==> src/rtl/router_pkg.sv <==
// Shared types and constants for the router output arbiter.
// A flit is DATA_W bits wide and its MSB marks the last flit of a packet.
package router_pkg;

  localparam int DATA_W   = 11;
  localparam int TAIL_BIT = DATA_W - 1;

  typedef enum logic [1:0] {
    ST_IDLE    = 2'd0,
    ST_GRANT_0 = 2'd1,
    ST_GRANT_1 = 2'd2
  } arb_state_e;

endpackage

==> src/rtl/router_output_arbiter_if.sv <==
// Bundles the two input-controller request channels and the registered output channel.
// A flit moves on any rising edge where its valid (req_x / out_valid) and ready are both 1.
interface router_output_arbiter_if #(
  parameter int DATA_W = router_pkg::DATA_W
);

  logic              req_0;
  logic [DATA_W-1:0] data_in_0;
  logic              ready_0;
  logic              req_1;
  logic [DATA_W-1:0] data_in_1;
  logic              ready_1;
  logic              out_valid;
  logic [DATA_W-1:0] out_data;
  logic              out_ready;

  modport slave (
    input  req_0, data_in_0, req_1, data_in_1, out_ready,
    output ready_0, ready_1, out_valid, out_data
  );

  modport master (
    output req_0, data_in_0, req_1, data_in_1, out_ready,
    input  ready_0, ready_1, out_valid, out_data
  );

endinterface

==> src/rtl/rr_arb2.sv <==
// Two-way round-robin pick: a lone requester wins outright; on a tie the
// input named by ptr wins.
module rr_arb2 (
  input  logic [1:0] req,
  input  logic       ptr,
  output logic       gnt_valid,
  output logic       gnt_idx
);

  always_comb begin
    gnt_valid = |req;
    gnt_idx   = 1'b0;
    if (req == 2'b11) begin
      gnt_idx = ptr;
    end else begin
      gnt_idx = req[1];
    end
  end

endmodule

==> src/rtl/router_output_arbiter.sv <==
// Output-port arbiter: grants one input for a whole packet (held until the
// tail flit transfers) and forwards flits through a single output register.
module router_output_arbiter
  import router_pkg::*;
#(
  parameter int DATA_W = router_pkg::DATA_W
) (
  input  logic                    clk,
  input  logic                    reset_n,
  router_output_arbiter_if.slave  bus,
  output arb_state_e              dbg_state,
  output logic                    dbg_ptr
);

  arb_state_e        state_q, state_d;
  logic              ptr_q, ptr_d;
  logic              out_valid_q, out_valid_d;
  logic [DATA_W-1:0] out_data_q, out_data_d;

  logic              gnt_valid;
  logic              gnt_idx;
  logic              can_accept;
  logic              xfer_0, xfer_1;
  logic              tail_0, tail_1;

  rr_arb2 u_rr_arb2 (
    .req       ({bus.req_1, bus.req_0}),
    .ptr       (ptr_q),
    .gnt_valid (gnt_valid),
    .gnt_idx   (gnt_idx)
  );

  // The output register can take a new flit when empty or being drained now.
  assign can_accept  = !out_valid_q || bus.out_ready;
  assign bus.ready_0 = (state_q == ST_GRANT_0) && can_accept;
  assign bus.ready_1 = (state_q == ST_GRANT_1) && can_accept;

  assign xfer_0 = bus.req_0 && bus.ready_0;
  assign xfer_1 = bus.req_1 && bus.ready_1;
  assign tail_0 = bus.data_in_0[DATA_W-1];
  assign tail_1 = bus.data_in_1[DATA_W-1];

  always_comb begin
    state_d = state_q;
    ptr_d   = ptr_q;
    case (state_q)
      ST_IDLE: begin
        if (gnt_valid) begin
          state_d = gnt_idx ? ST_GRANT_1 : ST_GRANT_0;
        end
      end
      ST_GRANT_0: begin
        // Hand straight over to a waiting input 1 so no IDLE bubble appears.
        if (xfer_0 && tail_0) begin
          ptr_d   = 1'b1;
          state_d = bus.req_1 ? ST_GRANT_1 : ST_IDLE;
        end
      end
      ST_GRANT_1: begin
        if (xfer_1 && tail_1) begin
          ptr_d   = 1'b0;
          state_d = bus.req_0 ? ST_GRANT_0 : ST_IDLE;
        end
      end
      default: begin
        state_d = ST_IDLE;
      end
    endcase
  end

  always_comb begin
    out_valid_d = out_valid_q;
    out_data_d  = out_data_q;
    if (xfer_0) begin
      out_valid_d = 1'b1;
      out_data_d  = bus.data_in_0;
    end else if (xfer_1) begin
      out_valid_d = 1'b1;
      out_data_d  = bus.data_in_1;
    end else if (bus.out_ready) begin
      out_valid_d = 1'b0;
    end
  end

  always_ff @(posedge clk or negedge reset_n) begin
    if (!reset_n) begin
      state_q     <= ST_IDLE;
      ptr_q       <= 1'b0;
      out_valid_q <= 1'b0;
      out_data_q  <= '0;
    end else begin
      state_q     <= state_d;
      ptr_q       <= ptr_d;
      out_valid_q <= out_valid_d;
      out_data_q  <= out_data_d;
    end
  end

  assign bus.out_valid = out_valid_q;
  assign bus.out_data  = out_data_q;
  assign dbg_state     = state_q;
  assign dbg_ptr       = ptr_q;

endmodule

==> src/flat_wrapper.sv <==
// flat-port wrapper written by rule: the top's interface ports become plain ports
module router_output_arbiter_flat import router_pkg::*;
#(
  parameter int DATA_W = router_pkg::DATA_W
)
  (clk, reset_n, dbg_state, dbg_ptr, bus_req_0, bus_data_in_0, bus_req_1, bus_data_in_1, bus_out_ready, bus_ready_0, bus_ready_1, bus_out_valid, bus_out_data);
  router_output_arbiter_if #(.DATA_W(DATA_W)) bus_i ();
  input  logic clk;
  input  logic reset_n;
  output arb_state_e dbg_state;
  output logic dbg_ptr;
  input wire logic [$bits(bus_i.req_0)-1:0] bus_req_0;
  input wire logic [$bits(bus_i.data_in_0)-1:0] bus_data_in_0;
  input wire logic [$bits(bus_i.req_1)-1:0] bus_req_1;
  input wire logic [$bits(bus_i.data_in_1)-1:0] bus_data_in_1;
  input wire logic [$bits(bus_i.out_ready)-1:0] bus_out_ready;
  output wire logic [$bits(bus_i.ready_0)-1:0] bus_ready_0;
  output wire logic [$bits(bus_i.ready_1)-1:0] bus_ready_1;
  output wire logic [$bits(bus_i.out_valid)-1:0] bus_out_valid;
  output wire logic [$bits(bus_i.out_data)-1:0] bus_out_data;
  assign bus_i.req_0 = bus_req_0;
  assign bus_i.data_in_0 = bus_data_in_0;
  assign bus_i.req_1 = bus_req_1;
  assign bus_i.data_in_1 = bus_data_in_1;
  assign bus_i.out_ready = bus_out_ready;
  assign bus_ready_0 = bus_i.ready_0;
  assign bus_ready_1 = bus_i.ready_1;
  assign bus_out_valid = bus_i.out_valid;
  assign bus_out_data = bus_i.out_data;
  router_output_arbiter #(.DATA_W(DATA_W)) u_core (.clk(clk), .reset_n(reset_n), .bus(bus_i), .dbg_state(dbg_state), .dbg_ptr(dbg_ptr));
endmodule
==> config.mk <==
export PLATFORM = sky130hd
export DESIGN_NAME = router_output_arbiter_flat
export DESIGN_NICKNAME = d
export VERILOG_FILES = /design/src/rtl/router_pkg.sv /design/src/rtl/router_output_arbiter_if.sv /design/src/rtl/rr_arb2.sv /design/src/rtl/router_output_arbiter.sv /design/src/flat_wrapper.sv
export SDC_FILE = /design/constraint.sdc
export NUM_CORES = 1
export LEC_CHECK = 0
export ABC_AREA = 1
export CORE_MARGIN = 2
export CORE_UTILIZATION = 41
export DETAILED_ROUTE_END_ITERATION = 8
export HOLD_SLACK_MARGIN = 0.1
export MAX_ROUTING_LAYER = met4
export PLACE_DENSITY_LB_ADDON = 0.15
export SLEW_MARGIN = 20
export SYNTH_ARGS = -nofsm -noshare
export SYNTH_HDL_FRONTEND = slang
export SYNTH_HIERARCHICAL = 1
export SYNTH_SLANG_ARGS = --single-unit
==> constraint.sdc <==
create_clock -name clk -period 1.6 [get_ports clk]
set_input_delay 0.24 -clock clk [delete_from_list [all_inputs] [get_ports clk]]
set_output_delay 0.24 -clock clk [all_outputs]
set_load 0.01 [all_outputs]
; Word level (Yosys, flattened, before mapping)
; Index checks and enable logic that the tools add are counted.
[op_classes]
addsub = 0
multipliers = 0
n_div = 0
order_cmp = 0
eq_ne = 6
n_shift = 0
mux = 16
bitwise_logic = 0
n_reduce_logical = 15
[op_table]
columns = operator, count
row1 = 11-bit two-way mux, 2
row2 = 2-bit two-way mux, 5
row3 = 1-bit two-way mux, 7
row4 = 1-bit logical AND, 6
row5 = 2-bit case mux with 3 select lines, 1
row6 = 3-bit AND reduction, 2
row7 = "2-bit equality test, second input constant", 2
row8 = "2-bit != test, second input constant", 2
row9 = 2-bit nonzero test, 2
row10 = 3-bit nonzero test, 1
row11 = "2-bit by 1-bit equality test with 1-bit output, second input constant", 1
row12 = 2-bit zero test, 1
row13 = "2-bit by 1-bit != test with 1-bit output, second input constant", 1
row14 = 1-bit case mux with 2 select lines, 1
row15 = 2-bit OR reduction, 1
row16 = 1-bit zero test, 1
row17 = 1-bit logical OR, 1
[word_totals]
regBits = 15
latchBits = 0
ram_bits = 0
romBits = 0
input_bits = 27
output_inout_bits = 17
elab_cells = 41
n_memories = 0

; Longest topological paths before layout
[logic_depth]
ltp_word = 7
depth_mapped = 9
depth_no_buf = 8

; Hierarchy
; The synthesis kept the hierarchy.
[modules_own_cells]
columns = module, n_inst, cells_per_inst, area_each_um2, seq_area_each_um2
row1 = router_output_arbiter, 1, 114, 940.9, 375.4
row2 = rr_arb2, 1, 5, 22.5, 0.0

; Least setup slack after synthesis
; No wires, ideal clock.
[synth_path]
kind = register -> register
startpoint = reg u_core.state_q[0], in the netlist u_core/dbg_state[0]
endpoint = reg u_core.out_data_q[1], in the netlist u_core/bus.out_data[1]
setup_ns = 0.122
arrival_time_ns = 1.217
required_time_ns = 1.478
path_slack_ns = 0.260
stages_incl_launch_ff = 10
path_buffers = 1
period_less_slack_ns = 1.340
path_cell_list = dfrtp_1 inv_2 nand2_2 nor2_4 nand2_4 nand2_8 inv_6 buf_12 nand2_2 nand3_2
[synth_via]
elab_chain_len = 4
[synth_lines]
columns = element, line_no
row1 = start: declaration, router_output_arbiter.sv:15  ; arb_state_e state_q, state_d;
row2 = start signal: assignment, router_output_arbiter.sv:92  ; state_q <= state_d;
row3 = 2-bit equality test, router_output_arbiter.sv:36  ; assign bus.ready_1 = (state_q == ST_GRANT_1) && can_accept;
row4 = 1-bit logical AND, router_output_arbiter.sv:36
row5 = named net bus_ready_1, flat_wrapper.sv:18  ; output wire logic [$bits(bus_i.ready_1)-1:0] bus_ready_1;
row6 = 1-bit logical AND, router_output_arbiter.sv:39  ; assign xfer_1 = bus.req_1 && bus.ready_1;
row7 = 2-bit nonzero test (no source line), -
row8 = end signal: assignment, router_output_arbiter.sv:95  ; out_data_q <= out_data_d;
row9 = end: declaration, router_output_arbiter.sv:18  ; logic [DATA_W-1:0] out_data_q, out_data_d;
; The timed path passes the listed nets, and every way through them passes these cells.
; A chain may end at the register's enable or synchronous reset.

; Worst setup path in the final report
[layout_path]
startpoint = reg u_core.state_q[0], in the netlist u_core/dbg_state[0]
endpoint = out bus_ready_1
[layout_via]
elab_chain_len = 2
[layout_lines]
columns = element, line_no
row1 = 2-bit equality test, router_output_arbiter.sv:36
row2 = 1-bit logical AND, router_output_arbiter.sv:36
row3 = end: declaration, flat_wrapper.sv:18
; Every way passes these cells.

==> run_summary.xml <==
<?xml version="1.0" encoding="UTF-8"?>
<metrics>
  <group name="outcome">
    <metric name="status" unit="">complete, no violations</metric>
  </group>
  <group name="placement">
    <metric name="dp_slack" unit="ns">-0.103</metric>
    <metric name="post-dp-hpwl" unit="um">1770</metric>
    <metric name="placed_cells" unit="">194</metric>
    <metric name="portBuffers" unit="">43</metric>
    <metric name="finalWeightedCongestion" unit="">0.729</metric>
    <metric name="placed_area" unit="um^2">1460</metric>
  </group>
  <group name="floorplan">
    <metric name="start_util" unit="%">43.6</metric>
    <metric name="coreArea" unit="um^2">2210</metric>
    <metric name="std_cell_rows" unit="">17</metric>
    <metric name="floorplan.die.width" unit="um">52.5</metric>
    <metric name="die_area" unit="um^2">2750</metric>
    <metric name="ioPinCount" unit="">44</metric>
    <metric name="die_y" unit="um">52.5</metric>
  </group>
  <group name="synthesis">
    <metric name="synth.cell_area" unit="um^2">963</metric>
    <metric name="synth.ff_latch_count" unit="">15</metric>
    <metric name="synth-seq-area-share" unit="%">39.0</metric>
    <metric name="synth-warning-count" unit="">6</metric>
    <metric name="synth_cell_types" unit="">23</metric>
    <metric name="synth_nets" unit="">146</metric>
    <metric name="synthesis.area_per_instance" unit="um^2">8.10</metric>
    <metric name="syn-instance-count" unit="">119</metric>
  </group>
  <group name="grt">
    <metric name="first_pass_grt_wire_length" unit="um">3840</metric>
    <metric name="maximum_number_of_pins_on_one_net_before_global_route_repair" unit="">16</metric>
    <metric name="grt_antenna_before_repair" unit="">0</metric>
    <metric name="grt_overflow" unit="">0</metric>
    <metric name="grt_pass1_vias" unit="">928</metric>
    <metric name="gr-usage-all-layers" unit="%">19.4</metric>
  </group>
  <group name="power">
    <metric name="total_power_of_the_final_layout" unit="mW">2.35</metric>
    <metric name="power.leakage" unit="nW">0.761</metric>
    <metric name="max-vdd-ir-drop" unit="mV">0.831</metric>
    <metric name="pwr_dens" unit="nW/um^2">1570</metric>
  </group>
  <group name="critical_path">
    <metric name="cpLargestDelayFamily" unit="">flip-flops</metric>
    <metric name="worstSetupEndpointType" unit="">output pin</metric>
    <metric name="arrival" unit="ns">1.28</metric>
    <metric name="cp.required" unit="ns">1.36</metric>
    <metric name="number_of_buffers_and_inverters_on_the_critical_path" unit="">2</metric>
    <metric name="timing.critical_path.slowest_cell_delay" unit="ns">0.44</metric>
    <metric name="worstSetupStartpointType" unit="">flop</metric>
    <metric name="path_cells" unit="">inv_2 -&gt; nand2_2 -&gt; nor2_4 -&gt; dlygate4sd2_1</metric>
    <metric name="critPathKind" unit="">reg -&gt; out</metric>
    <metric name="max_stage_delay_cell_worst_path" unit="">sky130_fd_sc_hd__dfrtp_1</metric>
    <metric name="worst_path_fanout_max" unit="">4</metric>
  </group>
  <group name="clock_network">
    <metric name="cts-root-buf" unit="">sky130_fd_sc_hd__clkbuf_4</metric>
    <metric name="clk_transition_reported_paths" unit="ns">0.09</metric>
    <metric name="cts_hold_buf" unit="">0</metric>
    <metric name="cts.htree.levels" unit="">1</metric>
    <metric name="clock_latency" unit="ns">0.28</metric>
    <metric name="cts_inserted_buffers" unit="">3</metric>
    <metric name="cts_tree" unit="">built</metric>
    <metric name="tritoncts_num_sinks" unit="">15</metric>
    <metric name="cts-root-to-sink-buffers" unit="">2</metric>
  </group>
  <group name="detailed_routing">
    <metric name="met2_wirelength" unit="um">1160</metric>
    <metric name="drt_first_iter_violations" unit="">9</metric>
    <metric name="first_pass_iters" unit="">4</metric>
    <metric name="sum_of_met3_wire_segment_lengths_after_detailed_routing" unit="um">117</metric>
    <metric name="drc" unit="">0</metric>
    <metric name="num_vias" unit="">894</metric>
    <metric name="routed_via_density" unit="">4.47</metric>
    <metric name="wl_per_cell" unit="um">11.2</metric>
    <metric name="detail_route.wirelength.met1" unit="um">925</metric>
    <metric name="finalWirelength" unit="um">2230</metric>
    <metric name="routed.top_layer" unit="">met4</metric>
    <metric name="ant_nets" unit="">0</metric>
  </group>
  <group name="sta">
    <metric name="maxClockFrequency" unit="MHz">656</metric>
    <metric name="final-setup-viol-count" unit="">0</metric>
    <metric name="worst_slew_margin_rel" unit="%">86.1</metric>
    <metric name="timing_worst_slew_pin_value" unit="ns">0.207</metric>
    <metric name="timing.final.ws_setup" unit="ns">0.0753</metric>
    <metric name="final_hold_viol_count" unit="">0</metric>
    <metric name="rsz0062_at_grt" unit="">no</metric>
    <metric name="slew_viol_final" unit="">0</metric>
    <metric name="timing.hold.ws" unit="ns">0.270</metric>
    <metric name="finClkSkew" unit="ns">0.00269</metric>
    <metric name="period_share" unit="%">95.3</metric>
    <metric name="layout_min_cycle_time" unit="ns">1.52</metric>
    <metric name="sum_of_negative_setup_slack" unit="ns">0</metric>
  </group>
  <group name="final_layout">
    <metric name="multiInputGateArea" unit="um^2">479</metric>
    <metric name="n_fill_cell" unit="">199</metric>
    <metric name="antenna_cells" unit="">0</metric>
    <metric name="postLayoutCellArea" unit="um^2">1500</metric>
    <metric name="seqCellArea" unit="um^2">375</metric>
    <metric name="instances_no_fill" unit="">200</metric>
    <metric name="post_route_cells_drive_above_1_share" unit="%">26.7</metric>
    <metric name="final_nets" unit="">200</metric>
    <metric name="mostFrequentLayoutCell" unit="">sky130_fd_sc_hd__clkdlybuf4s50_1</metric>
    <metric name="finish.utilization" unit="%">67.6</metric>
    <metric name="mostFrequentLayoutCells" unit="">39 x sky130_fd_sc_hd__clkdlybuf4s50_1, 29 x sky130_fd_sc_hd__nand2_1, 15 x sky130_fd_sc_hd__dfrtp_1</metric>
    <metric name="area_growth_syn_to_layout" unit="%">55.3</metric>
  </group>
  <group name="hold_path">
    <metric name="worst_hold_path_type" unit="">in -&gt; async</metric>
  </group>
  <group name="flow_run">
    <metric name="cap_violations" unit="">0</metric>
  </group>
</metrics>
[timing repair]
item / CTS / global route
gates resized for setup: 3 / 1
cloned: 0 / 0
buffers inserted: 2 / 0
setup endpoints to repair: 2 / 1
[kinds of logic after synthesis]
| kind of cell | Yosys count | share of synthesized area (%) |
|---|---|---|
| AOI/OAI and AO/OA | 13 | 10.4 |
| DFF | 15 | 39.0 |
| buffers and inverters | 21 | 11.3 |
| and+or+nand+nor | 70 | 39.4 |
[power breakdown]
group	internal, mW	total [mW]	switching [mW]
Clock	0.0967	0.217	0.120
Combinational	0.743	1.43	0.684
Sequential	0.563	0.704	0.141
Total	1.40	2.35	0.946
[worst register-to-register path: cells and delay by family, from the launching register on]
family,cells,cell delay (ns)
buf+inv,3,0.38
simple gates,4,0.42
compound gates,1,0.08
flops,1,0.40
[path summary, 6_finish.rpt]
path / start / end / slack [ns] / cells after the start
min reg2reg: u_core/bus.out_data[7] / u_core/bus.out_data[7] / 0.50 / 2
min in group clk: u_core/bus.out_data[7] / u_core/bus.out_data[7] / 0.50 / 2
max reg2reg: u_core/dbg_state[1] / u_core/bus.out_data[0] / 0.22 / 8
min: reset_n / u_core/dbg_ptr / 0.27 / 2
max in group asynchronous: reset_n / u_core/bus.out_data[6] / 1.15 / 2
max: u_core/dbg_state[0] / bus_ready_1 / 0.08 / 4
[per-layer routing]
layer  vias to the layer above  global-route usage, %
li1                        471                      -
met1                       393                   20.3
met2                        26                   36.0
met3                         4                   3.14
met4                         0                   7.69
met5                         -                      -
[cell usage after synthesis]
cell type	count	share of area, %
sky130_fd_sc_hd__inv_6	1	0.91
sky130_fd_sc_hd__nand2_8	1	2.1
sky130_fd_sc_hd__nor2_4	3	3.5
sky130_fd_sc_hd__nand2_2	11	7.1
sky130_fd_sc_hd__nand4_1	1	0.65
sky130_fd_sc_hd__buf_12	1	2.1
sky130_fd_sc_hd__or2_2	1	0.65
sky130_fd_sc_hd__nand2_1	29	11
sky130_fd_sc_hd__dfrtp_1	15	39
sky130_fd_sc_hd__nand2_4	3	3.5
sky130_fd_sc_hd__o21ai_0	1	0.52
sky130_fd_sc_hd__o21ai_2	7	6.4
sky130_fd_sc_hd__buf_2	1	0.52
sky130_fd_sc_hd__or2_1	1	0.65
sky130_fd_sc_hd__buf_6	1	1.2
sky130_fd_sc_hd__inv_2	3	1.2
sky130_fd_sc_hd__a31oi_1	2	1.3
sky130_fd_sc_hd__nor2_1	12	4.7
sky130_fd_sc_hd__o21ai_1	2	1.0
sky130_fd_sc_hd__nand3_2	2	2.1
sky130_fd_sc_hd__inv_1	14	5.5
sky130_fd_sc_hd__nand3_1	6	3.1
sky130_fd_sc_hd__a21boi_2	1	1.2
[state kept, by name, summed over array words and instances, names as in the netlist]
register / count
u_core/bus.out_data: 11
u_core/bus.out_valid: 1
u_core/dbg_ptr: 1
u_core/dbg_state: 2
[cell type report]
class / instances / share of cell area, %
Inverter: 18 / 4.85
Sequential cell: 15 / 25.1
Clock buffer: 4 / 1.76
Timing Repair Buffer: 52 / 33.9
Tap cell: 28 / 2.34
Multi-Input combinational cell: 83 / 32.0
(Power assumes the default switching activity.)
